## config.mk

```make
export PLATFORM = sky130hd
export DESIGN_NAME = serial_adder
export DESIGN_NICKNAME = d
export VERILOG_FILES = /design/src/rtl/serial_adder.sv
export SDC_FILE = /design/constraint.sdc
export NUM_CORES = 1
export LEC_CHECK = 0
export CAP_MARGIN = 5
export CORE_UTILIZATION = 27
export CTS_CLUSTER_DIAMETER = 60
export DETAILED_ROUTE_END_ITERATION = 8
export PLACE_DENSITY_LB_ADDON = 0.25
export SYNTH_ARGS = -nofsm -noshare
export SYNTH_HDL_FRONTEND = slang
export SYNTH_SLANG_ARGS = --single-unit
```

## constraint.sdc

```tcl
create_clock -name i_clk -period 1.3 [get_ports i_clk]
set_input_delay 0.39 -clock i_clk [delete_from_list [all_inputs] [get_ports i_clk]]
set_output_delay 0.39 -clock i_clk [all_outputs]
set_load 0.05 [all_outputs]
```

## src/rtl/serial_adder.sv

```systemverilog
// serial_adder: digit-serial adder, STEP bits per clock, registered carry.
// Optional subtraction with SERIAL_ADDER_SUB_EN.
`timescale 1ns/1ps

module serial_adder #(
  parameter int WIDTH = 8,
  parameter int STEP  = 1
) (
  input  logic             i_clk,
  input  logic             i_rst_n,
  input  logic             i_start,
  input  logic [WIDTH-1:0] i_a,
  input  logic [WIDTH-1:0] i_b,
  input  logic             i_c,
`ifdef SERIAL_ADDER_SUB_EN
  input  logic             i_sub,
`endif
  output logic             o_busy,
  output logic             o_done,
  output logic [WIDTH-1:0] o_sum,
  output logic             o_carry,
  output logic             o_ovf
);

  localparam int N  = WIDTH / STEP;
  localparam int CW = (N > 1) ? $clog2(N) : 1;

  typedef enum logic [1:0] {
    S_IDLE,
    S_RUN,
    S_DONE
  } state_t;

  state_t state_q;
  state_t state_d;

  // acc_q starts as operand A and fills with sum digits from the top,
  // so after N digits it holds the complete result.
  logic [WIDTH-1:0] acc_q;
  logic [WIDTH-1:0] acc_d;
  logic [WIDTH-1:0] b_q;
  logic             carry_q;
  logic [CW-1:0]    cnt_q;

  logic [STEP:0]    c_w;
  logic [STEP-1:0]  dsum;
  logic             last;
  logic             sub_w;
  logic [WIDTH-1:0] b_in;
  logic             c_in;

`ifdef SERIAL_ADDER_SUB_EN
  assign sub_w = i_sub;
`else
  assign sub_w = 1'b0;
`endif

  // Subtraction is A + ~B + 1.
  assign b_in = i_b ^ {WIDTH{sub_w}};
  assign c_in = sub_w | i_c;

  assign c_w[0] = carry_q;

  for (genvar i = 0; i < STEP; i++) begin : g_fa
    logic p;
    assign p         = acc_q[i] ^ b_q[i];
    assign dsum[i]   = p ^ c_w[i];
    assign c_w[i+1]  = (acc_q[i] & b_q[i]) | (c_w[i] & p);
  end

  if (STEP < WIDTH) begin : g_shift
    assign acc_d = {dsum, acc_q[WIDTH-1:STEP]};
  end else begin : g_whole
    assign acc_d = dsum;
  end

  assign last = (cnt_q == CW'(N - 1));

  // State register.
  always_ff @(posedge i_clk) begin
    if (!i_rst_n) begin
      state_q <= S_IDLE;
    end else begin
      state_q <= state_d;
    end
  end

  // Next-state logic.
  always_comb begin
    state_d = state_q;
    unique case (state_q)
      S_IDLE: if (i_start) state_d = S_RUN;
      S_RUN:  if (last) state_d = S_DONE;
      S_DONE: state_d = S_IDLE;
      default: state_d = S_IDLE;
    endcase
  end

  // Handshake outputs decoded from the registered state.
  always_comb begin
    o_busy = 1'b0;
    o_done = 1'b0;
    unique case (1'b1)
      (state_q == S_RUN):  o_busy = 1'b1;
      (state_q == S_DONE): begin
        o_busy = 1'b1;
        o_done = 1'b1;
      end
      default: ;
    endcase
  end

  // Operand capture, digit processing and result update.
  always_ff @(posedge i_clk) begin
    if (!i_rst_n) begin
      acc_q   <= '0;
      b_q     <= '0;
      carry_q <= 1'b0;
      cnt_q   <= '0;
      o_sum   <= '0;
      o_carry <= 1'b0;
      o_ovf   <= 1'b0;
    end else begin
      unique case (state_q)
        S_IDLE: begin
          if (i_start) begin
            acc_q   <= i_a;
            b_q     <= b_in;
            carry_q <= c_in;
            cnt_q   <= '0;
          end
        end
        S_RUN: begin
          acc_q   <= acc_d;
          b_q     <= b_q >> STEP;
          carry_q <= c_w[STEP];
          cnt_q   <= cnt_q + CW'(1);
          if (last) begin
            o_sum   <= acc_d;
            o_carry <= c_w[STEP];
            o_ovf   <= c_w[STEP] ^ c_w[STEP-1];
          end
        end
        default: ;
      endcase
    end
  end

endmodule

```

==> run_results.csv <==
group,metric,value,unit
synth,yosys_warnings,0,
placed_design,dp_hpwl,2217,µm
clock_tree,clock_latency,290,ps
run,drv_cap,0,
synth,syn_area_per_cell,9.928,µm²
clock_tree,cts.sinks,32,
floorplan,start_util,27.94,%
layout,register_area,643.1,µm²
synth,netlist_area,1529,µm²
clock_tree,cts_buffer_depth,2,
layout,final_area,2472,µm²
setup_path,cp_cell_sequence,"inv_2 > buf_6 > ha_4 > buf_12",
synth,synthesis.nets,180,
route,wl_per_cell,13.97,µm
global_route,grt_pass1_vias,1311,
route,routed_via_density,4.615,
sta,drv_slew,0,
route,drtAntennaViolNets,0,
setup_path,critPathCaptureType,"output pin",
sta,worst_slew_pin_slew,273.7,ps
sta,hold_viol_final,0,
clock_tree,numCtsBuffers,5,
placed_design,port_buffers,31,
clock_tree,cts-root-buf,"clkbuf_8",
sta,setup_ws,-177.3,ps
route,routed_wl,3885,µm
setup_path,crit_required,910,ps
sta,slew_headroom,81.75,%
placed_design,postPlaceCellArea,2171,µm²
setup_path,cp_slowest_cell,"dfxtp_2",
setup_path,cpPeakStageDelay,340,ps
status,violations,"setup timing",
setup_path,path_class,"reg -> out",
global_route,antenna_found_initial,0,
sta,fin_crit,1477,ps
route,drt_iter0_markers,58,
setup_path,startpoint_type,"flop",
sta,setup_violations,21,
sta,rsz0062_at_grt,"true",
synth,ys_ff_latch,32,
power_and_ir_drop,max-vdd-ir-drop,389.5,µV
layout,syn_to_final_growth,61.70,%
route,num_vias,1283,
synth,syn_inst,154,
sta,skew,9.636,ps
global_route,grt_overflow,0,
sta,period_share,113.6,%
synth,synth.distinct_cells,26,
layout,num-nets-final,231,
sta,fmax,676.9,MHz
clock_tree,cts_max_level,2,
floorplan,num_rows,27,
status,outcome,"finished, violations left",
global_route,grt_use_total,14.02,%
layout,multi_input_area,978.4,µm²
floorplan,ios,32,
layout,diodes,0,
setup_path,cp.arrival,1090,ps
global_route,grt_start_max_net_pins,29,
route,dr.pass1.iters,4,
floorplan,die_h,77.25,µm
synth,ys_seq_area_share,41.90,%
layout,n_fill_cell,518,
route,drc,0,
placed_design,place.gp.congestion,0.6845,
layout,layout-drive-gt1-share,31.55,%
placed_design,pre_cts_slack,-362.2,ps
worst_hold_path,hold_class,"reg -> reg",
clock_tree,clkTransAtPathRegs,80,ps
floorplan,coreArea,5473,µm²
floorplan,die_area,5968,µm²
setup_path,crit_fanout,2,
clock_tree,cts_tree,"done",
power_and_ir_drop,p_leak,1.101,nW
global_route,grt_first_pass_wirelength,6361,µm
power_and_ir_drop,power_density,1083,nW/µm²
floorplan,die-width,77.25,µm
final timing paths:
path                   start        to  slack (ps)  cells past startpoint
setup / recovery  state_q[0]    o_done        -180                      4
setup reg to reg  state_q[0]  acc_q[5]        -110                      5
hold reg to reg     acc_q[1]  o_sum[0]         480                      2
hold / removal      acc_q[1]  o_sum[0]         480                      2
cells in the final DEF (no fill, tap or decap), types with 2 or more instances in the layout:
cell / instances
o21a_1: 2
nor2_1: 2
dfxtp_1: 30
mux2i_1: 18
nor2b_1: 2
mux2_4: 5
a32o_1: 2
nand2_1: 32
a21oi_1: 2
o21ai_1: 2
o211a_1: 17
buf_12: 15
and2_4: 2
dfxtp_2: 2
a21boi_1: 9
clkbuf_8: 5
buf_8: 2
ha_4: 4
buf_4: 7
clkdlybuf4s50_1: 18
buf_6: 6
nand2_2: 3
cell usage after synthesis:
library cell / n / share of area (%)
and2_1: 1 / 0.41
dfxtp_1: 32 / 42
xnor2_1: 2 / 1.1
o211a_1: 17 / 11
clkbuf_1: 3 / 0.74
nand2_1: 36 / 8.8
mux2i_1: 19 / 12
nor2b_1: 4 / 1.6
a32o_1: 2 / 1.3
nor2_1: 2 / 0.49
clkbuf_4: 1 / 0.49
mux2_4: 1 / 0.98
buf_6: 4 / 2.9
inv_1: 2 / 0.49
o211ai_1: 1 / 0.49
ha_1: 5 / 4.1
o21a_1: 2 / 0.98
nand2b_1: 2 / 0.82
nand3b_1: 1 / 0.49
buf_2: 1 / 0.33
o21ai_1: 1 / 0.33
buf_4: 1 / 0.49
fa_1: 1 / 1.3
o21ai_0: 1 / 0.33
a21oi_1: 3 / 0.98
a21boi_1: 9 / 4.4
kinds of logic (layout without fill, tap and decap cells):
logic type / after synthesis / count (layout) / share of synthesized area (%)
muxes: 20 / 24 / 13.42
xor gates and xnor gates: 2 / 2 / 1.146
buffers and inverters: 12 / 59 / 5.483
adders and majority gates: 6 / 6 / 5.401
and+or+nand+nor: 46 / 47 / 12.68
AOI/OAI and AO/OA: 36 / 36 / 19.97
DFF: 32 / 32 / 41.90
registers in the layout (all words and copies together), names as in the netlist:
name	count
carry_q	1
state_q	2
acc_q	8
o_carry	1
cnt_q	3
o_sum	8
o_ovf	1
b_q	8
area by class of cell:
class,count,share of cell area [%]
clock buffers,5,2.783
clock inverters,3,1.721
inverters,2,0.4049
multi-input cells,115,39.57
flip-flops and latches,32,26.01
well taps,72,3.644
repair buffers,49,25.86
routing by layer:
layer  GRT usage, %  vias up  wire length [µm]
li1               -      645                 -
met1          17.12      600              1838
met2          22.48       31              1829
met3          2.738        7               119
met4          8.679        0                97
met5              0        -                 0
report_power, final:
group          leakage [nW]  internal (mW)  switching [mW]
logic                 0.784          0.349           0.267
clock network        0.0541          0.567           0.399
registers             0.263           1.05          0.0466
total                  1.10           1.96           0.712
timing repair:
item / CTS / global route
pin swaps: 6 / 6
cloned: 4 / 1
hold endpoints to repair: 0 / 0
buffers inserted: 7 / 0
hold buffers: 0 / 0
endpoints found under the setup margin: 27 / 27
gates resized for setup: 19 / 20
stage by stage:
stage / std cells / total power [mW] / hold WS, ps / util (%) / setup TNS (ps)
after floorplan: 154 / 1.432 / 443.6 / - / -1459
after global placement: 261 / 1.601 / 461.1 / 39.67 / -6491
after detailed placement: 261 / 1.606 / 468.3 / 39.67 / -6673
after CTS: 279 / 2.678 / 479.3 / 44.26 / -1656
after global routing: 278 / 2.795 / 501.0 / 45.18 / -2564
final: 278 / 2.677 / 475.7 / 45.18 / -1602
worst max-delay path: cells and delay by family, from the launching register on:
| kind | cells | cell delay, ps |
|---|---|---|
| DFF | 1 | 340 |
| buffers and inverters | 3 | 310 |
| adders and majority gates | 1 | 150 |
(Power assumes the default switching activity.)
